<file path="config.mk">
export PLATFORM = sky130hd
export DESIGN_NAME = neuron_mac_sequencer
export DESIGN_NICKNAME = d
export VERILOG_FILES = /design/src/rtl/neuron_mac_sequencer.sv
export SDC_FILE = /design/constraint.sdc
export NUM_CORES = 1
export LEC_CHECK = 0
export CAP_MARGIN = 20
export CORE_MARGIN = 1
export CORE_UTILIZATION = 42
export DETAILED_ROUTE_END_ITERATION = 10
export GPL_TIMING_DRIVEN = 1
export PLACE_DENSITY = 0.9
export SKIP_CTS_REPAIR_TIMING = 1
export SLEW_MARGIN = 10
export SYNTH_ARGS = -nofsm -noshare
export SYNTH_HDL_FRONTEND = slang
export SYNTH_SLANG_ARGS = --single-unit
</file>
<file path="constraint.sdc">
create_clock -name clk_i -period 2.1 [get_ports clk_i]
set_input_delay 0.63 -clock clk_i [delete_from_list [all_inputs] [get_ports clk_i]]
set_output_delay 0.63 -clock clk_i [all_outputs]
set_load 0.05 [all_outputs]
</file>
<file path="src/rtl/neuron_mac_sequencer.sv">
// neuron_mac_sequencer: walks one logical_unit through clear, MAC over the
// input stream, bias add and a registered result hand-off for one neuron.
module neuron_mac_sequencer #(
   parameter int WORD_SIZE    = 16,
   parameter int INPUT_LENGTH = 8,
   parameter int LU_LATENCY   = 1,
   parameter int ADDR_WIDTH   = $clog2(INPUT_LENGTH + 1)
) (
   input  logic                  clk_i,
   input  logic                  reset_n_i,
   input  logic                  valid_i,
   output logic                  ready_o,
   input  logic [WORD_SIZE-1:0]  data_i,
   output logic [ADDR_WIDTH-1:0] mem_addr_o,
   output logic [WORD_SIZE-1:0]  lu_data_o,
   output logic                  lu_sum_en_o,
   output logic                  lu_add_bias_o,
   output logic                  lu_reset_o,
   input  logic [WORD_SIZE-1:0]  lu_result_i,
   output logic                  valid_o,
   input  logic                  ready_i,
   output logic [WORD_SIZE-1:0]  data_o
);

   localparam int CW = $clog2(INPUT_LENGTH + LU_LATENCY + 2);
   localparam logic [CW-1:0] LAST_IN = CW'(INPUT_LENGTH - 1);
   localparam logic [CW-1:0] LAST_DR = CW'(LU_LATENCY);

   typedef enum logic [2:0] {
      CLEAR,
      ACCUM,
      BIAS,
      DRAIN,
      OUT
   } state_t;

   state_t        state_q, state_d;
   logic [CW-1:0] count_q, count_d;
   logic          accept;
   logic          sample;

   always_ff @(posedge clk_i or negedge reset_n_i) begin
      if (!reset_n_i) begin
         state_q <= CLEAR;
         count_q <= '0;
      end else begin
         state_q <= state_d;
         count_q <= count_d;
      end
   end

   // count indexes weights in ACCUM and times the LU pipeline in DRAIN
   always_comb begin
      state_d = state_q;
      count_d = count_q;
      accept  = 1'b0;
      sample  = 1'b0;
      unique case (state_q)
         CLEAR: begin
            state_d = ACCUM;
            count_d = '0;
         end
         ACCUM: begin
            if (valid_i) begin
               accept = 1'b1;
               if (count_q == LAST_IN) begin
                  state_d = BIAS;
                  count_d = '0;
               end else begin
                  count_d = count_q + CW'(1);
               end
            end
         end
         BIAS: begin
            state_d = DRAIN;
            count_d = '0;
         end
         DRAIN: begin
            if (count_q == LAST_DR) begin
               sample  = 1'b1;
               state_d = OUT;
               count_d = '0;
            end else begin
               count_d = count_q + CW'(1);
            end
         end
         OUT: begin
            if (ready_i) begin
               state_d = CLEAR;
            end
         end
         default: begin
            state_d = CLEAR;
            count_d = '0;
         end
      endcase
   end

   assign ready_o    = (state_q == ACCUM);
   assign valid_o    = (state_q == OUT);
   assign lu_reset_o = (state_q == CLEAR);
   assign mem_addr_o = (state_q == BIAS)  ? ADDR_WIDTH'(INPUT_LENGTH) :
                       (state_q == ACCUM) ? count_q[ADDR_WIDTH-1:0] :
                                            '0;

   // issue stage: one register so LU controls line up with ROM read data
   always_ff @(posedge clk_i or negedge reset_n_i) begin
      if (!reset_n_i) begin
         lu_data_o     <= '0;
         lu_sum_en_o   <= 1'b0;
         lu_add_bias_o <= 1'b0;
         data_o        <= '0;
      end else begin
         lu_sum_en_o   <= accept || (state_q == BIAS);
         lu_add_bias_o <= (state_q == BIAS);
         if (accept) begin
            lu_data_o <= data_i;
         end
         if (sample) begin
            data_o <= lu_result_i;
         end
      end
   end

endmodule

</file>
==> reports/results.md, run 1 <==
| Group | Quantity | Value |
|---|---|---|
| outcome | Run status | complete, no violations |
| setup path | End point of the critical path | mem_addr_o[3] |
| setup path | Critical R2R Capture | data_o[3]$_DFFE_PN0P_ |
| floorplan | Number of cell rows | 23 |
| timing | Final worst-path setup slack | 0.0496 ns |
| logic synthesis | Register area share after synthesis | 56.6% |
| floorplan | Width of the chip | 67.7 um |
| setup path | Crit path depth | 4 |
| worst hold path | Hold Path Class | in -> async |
| setup path | Maximum fanout along the worst path | 4 |
| place | Count of input and output buffers | 76 |
| routing | Count of TritonRoute iterations in the first routing pass | 4 |
| timing | Final hold violations | 0 |
| grt | First-pass GRT wire length | 6.15 mm |
| setup path | Cell breakdown of the critical path | buf_4 -> nor3_4 -> a21o_2 -> buf_12 |
| clock network | Maximum clock path buffer count | 2 |
| logic synthesis | Area of the mapped netlist | 1810 um2 |
| grt | Global route overflow | 0 |
| routing | DR vias | 1305 |
| timing | Unrepaired setup endpoints after global routing | yes |
| place | Final estimated routing congestion in global placement | 0.804 |
| clock network | CTS H-Tree Depth | 2 |
| final layout | Nets | 252 |
| floorplan | Initial cell density of the core | 44.4% |
| setup path | Critical Path RT | 1.47 ns |
| routing | Number of DRC markers in iteration 0 | 40 |
| timing | Actual transition at the worst max-transition pin | 0.504 ns |
| setup path | Number of cell instances on the worst register-to-register path | 5 |
| setup path | Launch point of the worst path | state_q[2]$_DFFE_PN0P_ |
| grt | Antenna violations before repair | 0 |
| timing | Slew headroom | 66.3% |
| place | Dpl cell area | 2690 um2 |
| clock network | Clock edge transition at the registers on the reported setup and hold paths | 0.07 ns |
| final layout | Post-route cell area | 2830 um2 |
| final layout | Antenna cells | 0 |
| place | Setup WS pre-CTS | 0.0664 ns |
| setup path | Critical path arrival | 1.42 ns |
| clock network | Clock Sinks | 41 |
| floorplan | CORE AREA | 4090 um2 |
| setup path | Cell with the largest stage delay on the worst path | sky130_fd_sc_hd__dfrtp_1 |
| routing | Final routed DRC violation total | 0 |
| logic synthesis | Number of synthesized register bits | 41 |
| floorplan | Die footprint | 4580 um2 |
| place | Detail Placement HPWL | 2.92 mm |
| setup path | Start of the worst register-to-register path | count_q[1]$_DFFE_PN0P_ |
| flow run | Max Cap Violations | 0 |
| routing | Average wire per standard cell | 15.0 um |
| clock network | Root buffer cell | sky130_fd_sc_hd__clkbuf_8 |
| logic synthesis | Post-synthesis net count | 160 |
| routing | Final wirelength | 3.95 mm |
| final layout | Share of final-layout standard cells stronger than drive strength 1 | 49.8% |
| floorplan | DIE HEIGHT | 67.7 um |
| timing | Post-route clock period utilization | 97.6% |
| timing | Final setup violation count | 0 |
| timing | Post-route clock skew | 0.00266 ns |
| setup path | Cell family contributing the most delay on the critical path | flip-flops |
| setup path | Startpoint type of the worst setup path | flop |
| floorplan | Count of boundary I/O pins | 77 |
| logic synthesis | Syn_area_per_cell | 14.9 um2 |
| logic synthesis | Netlist cell types | 32 |
| grt | Overall Global Routing Usage | 18.6% |
| setup path | Endpoint kind of the worst setup timing path | output pin |
| timing | Number of max-slew violations in the final report | 0 |
| routing | Drt via density | 4.96 |
| logic synthesis | Synthesized netlist cell count | 122 |
| final layout | Layout overhead on the synthesized area | 56.2% |
| grt | Number of global-route vias before repair | 1318 |
| clock network | Clock tree from TritonCTS | yes |
| setup path | Register-to-register setup slack | 0.35 ns |
| setup path | Largest stage delay, worst path | 0.44 ns |
| timing | Maximum operating frequency | 488 MHz |
| timing | Clock period minus worst slack | 2.05 ns |
| setup path | CP Buf/Inv Count | 2 |
| timing | Final Hold Slack | 0.288 ns |
| clock network | Clock latency at the later pin of the worst-skew pair | 0.28 ns |
| grt | Pin count of the biggest net entering global routing | 23 |
| setup path | Worst setup path class | reg -> out |
| clock network | Num CTS Buffers | 5 |
| logic synthesis | Number of warnings printed during yosys synthesis | 0 |
| routing | Post-DRT Antenna Nets | 0 |
worst register-to-register path: stages (launching register included):
cell and delay, ns:
sky130_fd_sc_hd__dfrtp_1 0.42, sky130_fd_sc_hd__inv_1 0.07, sky130_fd_sc_hd__ha_1 0.16, sky130_fd_sc_hd__nor3b_4 0.30, sky130_fd_sc_hd__nand3_4 0.30, sky130_fd_sc_hd__mux2_4 0.39
worst min path at each step:
stage,startpoint,end,slack [ns],cells after the start
3_3_place_gp,data_o[9]$_DFFE_PN0P_,data_o[9]$_DFFE_PN0P_,0.49,1
5_1_grt,reset_n_i,state_q[2]$_DFFE_PN0P_,0.32,1
6_report,reset_n_i,lu_data_o[3]$_DFFE_PN0P_,0.29,1
2_1_floorplan,reset_n_i,count_q[0]$_DFFE_PN0P_,0.33,0
4_1_cts,reset_n_i,state_q[2]$_DFFE_PN0P_,0.30,1
3_5_place_dp,data_o[9]$_DFFE_PN0P_,data_o[9]$_DFFE_PN0P_,0.50,1
stage by stage:
stage / utilization (%) / std cells / TNS, ns
floorplan: - / 122 / -0.245
global placement: 65.9 / 252 / 0
detailed placement: 65.9 / 252 / 0
CTS: 67.7 / 258 / -0.320
global route: 69.3 / 263 / -0.0142
finish: 69.3 / 263 / 0
Yosys cell counts:
master,count,area [um2]
sky130_fd_sc_hd__inv_1,5,18.8
sky130_fd_sc_hd__nor3b_2,2,25.0
sky130_fd_sc_hd__nand3_4,1,17.5
sky130_fd_sc_hd__o31ai_1,3,22.5
sky130_fd_sc_hd__a21oi_1,1,5.00
sky130_fd_sc_hd__mux2_4,9,135
sky130_fd_sc_hd__nor2_1,2,7.51
sky130_fd_sc_hd__nand3_1,1,5.00
sky130_fd_sc_hd__nor4b_2,1,15.0
sky130_fd_sc_hd__o2111ai_1,1,8.76
sky130_fd_sc_hd__o21ai_0,4,20.0
sky130_fd_sc_hd__nor3b_1,2,15.0
sky130_fd_sc_hd__buf_4,3,22.5
sky130_fd_sc_hd__o22ai_1,1,6.26
sky130_fd_sc_hd__nor3b_4,1,18.8
sky130_fd_sc_hd__a211oi_1,1,7.51
sky130_fd_sc_hd__nor4bb_1,1,10.0
sky130_fd_sc_hd__or2_2,1,6.26
sky130_fd_sc_hd__dfrtp_1,41,1030
sky130_fd_sc_hd__o41ai_2,1,16.3
sky130_fd_sc_hd__nor2b_1,1,6.26
sky130_fd_sc_hd__a21o_1,2,15.0
sky130_fd_sc_hd__nand3b_1,1,7.51
sky130_fd_sc_hd__nand2_2,1,6.26
sky130_fd_sc_hd__and2_1,3,18.8
sky130_fd_sc_hd__buf_6,2,22.5
sky130_fd_sc_hd__or3_1,1,6.26
sky130_fd_sc_hd__a2111o_1,1,11.3
sky130_fd_sc_hd__nor3_4,1,16.3
sky130_fd_sc_hd__nor3_1,2,10.0
sky130_fd_sc_hd__mux2_2,23,259
sky130_fd_sc_hd__ha_1,2,25.0
cell families after synthesis:
kind of cell | share of synthesized area (%)
mux | 21.7
compound gates | 6.21
fa+ha+maj | 1.38
flops | 56.6
buf+inv | 3.52
simple gates | 10.6
sequential cells by signal (all words and copies together) (netlist names):
name and cells:
count_q 4, lu_sum_en_o 1, lu_data_o 16, data_o 16, lu_add_bias_o 1, state_q 3
final cells by class:
cell class	count	area, um2
Clock buffer	5	68.8
Clock inverter	1	5.00
Fill cell	288	1250
Inverter	5	18.8
Multi-Input combinational cell	71	754
Sequential cell	41	1030
Tap cell	50	62.6
Timing Repair Buffer	90	893
layer usage:
| metal | wire (um) | GRT usage, % | up-vias |
|---|---|---|---|
| met5 | 0 | 0 | - |
| met4 | 64 | 8.24 | 0 |
| met3 | 223 | 5.07 | 7 |
| met2 | 2080 | 30.6 | 51 |
| met1 | 1580 | 22.6 | 630 |
| li1 | - | - | 617 |
cells in the final DEF, fill, tap and decap left out, drive strengths merged:
master / count
buf: 51
nor3: 3
a21o: 2
dfrtp: 41
clkbuf: 5
clkdlybuf4s50: 35
nor3b: 5
nand3b: 1
ha: 2
a2111o: 1
and2: 3
nand2: 1
inv: 5
or2: 1
o41ai: 1
o2111ai: 1
nor4bb: 1
dlymetal6s2s: 4
nand3: 2
or3: 1
nor2: 2
o31ai: 3
o22ai: 1
o21ai: 4
mux2: 32
nor2b: 1
nor4b: 1
a21oi: 1
a211oi: 1
clkinv: 1
Power of run 1 is not shown: default switching activity piles up to over one toggle a cycle in this logic, so the estimate is an artifact.
==> run 2: changes to the inputs <==
- CORE_UTILIZATION: 42 -> 30
- PLACE_DENSITY: 0.9 -> 0.71
==> reports/results.md, run 2 (same netlist as run 1, synthesis figures left out) <==
| Group | Quantity | Value | Delta |
|---|---|---|---|
| outcome | Run status | complete, no violations |  |
| clock network | Clock edge transition at the registers on the reported setup and hold paths | 0.08 ns | about the same |
| clock network | Root buffer cell | sky130_fd_sc_hd__clkbuf_8 |  |
| routing | Average wire per standard cell | 12.9 um | -14% |
| timing | Number of max-slew violations in the final report | 0 | unchanged |
| routing | Final wirelength | 3.66 mm | -7.3% |
| setup path | Critical Path RT | 1.47 ns | about the same |
| setup path | Critical path arrival | 1.43 ns | about the same |
| routing | Post-DRT Antenna Nets | 0 | unchanged |
| final layout | Share of final-layout standard cells stronger than drive strength 1 | 48.6% | -1.2 points |
| floorplan | Width of the chip | 79.7 um | +18% |
| final layout | Biggest regs | data_o (16), lu_data_o (16), count_q (4) |  |
| floorplan | Count of boundary I/O pins | 77 | unchanged |
| grt | Global routing met3 resource utilization | 4.34% | -0.72 points |
| setup path | Startpoint type of the worst setup path | flop |  |
| routing | Drt via density | 4.49 | -9.5% |
| routing | Count of TritonRoute iterations in the first routing pass | 4 | unchanged |
| place | Count of input and output buffers | 76 | unchanged |
| grt | Overall Global Routing Usage | 12.6% | -6.0 points |
| routing | DR vias | 1275 | -2.3% |
| final layout | Combined area of the multi-input logic cells | 746 um2 | -1.2% |
| flow run | Max Cap Violations | 0 | unchanged |
| clock network | Clock latency at the later pin of the worst-skew pair | 0.29 ns | about the same |
| setup path | Worst setup path class | reg -> out |  |
| setup path | Cell breakdown of the critical path | buf_12 -> nor3_2 -> a21o_2 -> buf_12 |  |
| setup path | Number of cell instances on the worst register-to-register path | 5 | unchanged |
| setup path | Endpoint kind of the worst setup timing path | output pin |  |
| floorplan | Die footprint | 6360 um2 | +39% |
| clock network | Clock Sinks | 41 | unchanged |
| timing | Actual transition at the worst max-transition pin | 0.498 ns | -0.00604 ns |
| floorplan | DIE HEIGHT | 79.7 um | +18% |
| grt | Global route overflow | 0 | unchanged |
| timing | Final setup violation count | 0 | unchanged |
| final layout | Antenna cells | 0 | unchanged |
| grt | Antenna violations before repair | 0 | unchanged |
| final layout | Area occupied by registers | 1030 um2 | -0.12% |
| grt | Pin count of the biggest net entering global routing | 23 | unchanged |
| timing | Maximum operating frequency | 486 MHz | -0.30% |
| floorplan | Number of cell rows | 27 | +17% |
| grt | Routing layer with the top usage in global route | met2 |  |
| timing | Clock period minus worst slack | 2.06 ns | +0.00611 ns |
| routing | Number of DRC markers in iteration 0 | 86 | +110% |
| timing | Post-route clock skew | 0.00477 ns | +0.00211 ns |
| timing | Post-route clock period utilization | 97.9% | +0.29 points |
| routing | Final routed DRC violation total | 0 | unchanged |
| setup path | Start of the worst register-to-register path | state_q[2]$_DFFE_PN0P_ |  |
| worst hold path | Hold Path Class | in -> async |  |
| clock network | Num CTS Buffers | 5 | unchanged |
| clock network | Clock tree from TritonCTS | yes |  |
| setup path | Largest stage delay, worst path | 0.45 ns | about the same |
| place | Final estimated routing congestion in global placement | 0.763 | -5.1% |
| place | Setup WS pre-CTS | 0.103 ns | +0.0370 ns |
| timing | Final hold violations | 0 | unchanged |
| final layout | Post-route cell area | 2850 um2 | +0.71% |
| setup path | Most prevalent standard cell on the critical path | sky130_fd_sc_hd__buf_12 |  |
| grt | Number of global-route vias before repair | 1302 | -1.2% |
| setup path | Cell with the largest stage delay on the worst path | sky130_fd_sc_hd__dfrtp_2 |  |
| final layout | Nets | 249 | -1.2% |
| place | Detail Placement HPWL | 2.74 mm | -6.2% |
| setup path | Critical R2R Capture | data_o[4]$_DFFE_PN0P_ |  |
| timing | Final worst-path setup slack | 0.0435 ns | -0.00611 ns |
| setup path | Maximum fanout along the worst path | 5 | +1 |
| floorplan | Initial cell density of the core | 31.9% | -12 points |
| timing | Final Hold Slack | 0.274 ns | -0.0142 ns |
| grt | First-pass GRT wire length | 6.17 mm | +0.34% |
| place | Dpl cell area | 2700 um2 | +0.28% |
| grt | GRT met2 Usage | 19.0% | -12 points |
| clock network | CTS H-Tree Depth | 2 | unchanged |
| grt | Met1 usage | 16.8% | -5.8 points |
| final layout | Layout overhead on the synthesized area | 57.3% |  |
| clock network | Maximum clock path buffer count | 2 | unchanged |
| final layout | Fillcell total | 492 | +71% |
| setup path | Register-to-register setup slack | 0.23 ns | -0.12 ns |
| floorplan | CORE AREA | 5680 um2 | +39% |
| final layout | Most frequent standard cell in the layout excluding fill and tap cells | sky130_fd_sc_hd__dfrtp_1 |  |
| timing | Slew headroom | 66.7% | +0.40 points |
| final layout | Commonest cells after routing, fill and taps aside | 40 x sky130_fd_sc_hd__dfrtp_1, 38 x sky130_fd_sc_hd__buf_4, 36 x sky130_fd_sc_hd__clkdlybuf4s50_1 |  |
-- run 2: cell types whose count changed in the layout (fill, tap and decap cells not counted), sizes merged --
cell and change:
dlymetal6s2s -1, buf -3, clkbuf +2, clkdlybuf4s50 +1
-- run 2: area by class of cell --
class | instances | area share (%)
Inverter | 5 | 0.658
Clock buffer | 7 | 3.38
Clock inverter | 1 | 0.176
Multi-Input combinational cell | 71 | 26.2
Tap cell | 72 | 3.16
Timing Repair Buffer | 87 | 30.5
Sequential cell | 41 | 36.0
-- run 2: metrics by stage --
step,std cells,utilization (%),TNS [ns]
after floorplan,122,-,-0.245
after global placement,273,47.6,0
after detailed placement,273,47.6,0
after CTS,281,49.4,-0.179
after global routing,284,50.2,-0.0107
final,284,50.2,0
-- run 2: critical path: cells and delay by family (launching register included) --
family / cells / cell delay [ns]
and+or+nand+nor: 1 / 0.24
DFF: 1 / 0.45
AOI/OAI and AO/OA: 1 / 0.16
buffers and inverters: 2 / 0.27
-- run 2: worst max-delay path by stage --
stage	start	to	slack, ns	depth (start not counted)
6_report	state_q[2]$_DFFE_PN0P_	mem_addr_o[3]	0.04	4
5_1_grt	state_q[2]$_DFFE_PN0P_	mem_addr_o[3]	-0.01	4
4_1_cts	state_q[2]$_DFFE_PN0P_	mem_addr_o[0]	-0.06	3
3_5_place_dp	valid_i	lu_data_o[2]$_DFFE_PN0P_	0.10	5
3_3_place_gp	valid_i	lu_data_o[14]$_DFFE_PN0P_	0.12	5
2_1_floorplan	state_q[2]$_DFFE_PN0P_	mem_addr_o[0]	-0.18	3
-- run 2: layer usage --
metal / up-vias / share of wire [%]
met5: - / 0
met2: 45 / 47
met4: 0 / 1.3
li1: 617 / -
met1: 608 / 45
met3: 5 / 6.6
Power of run 2 is left out for the same reason.
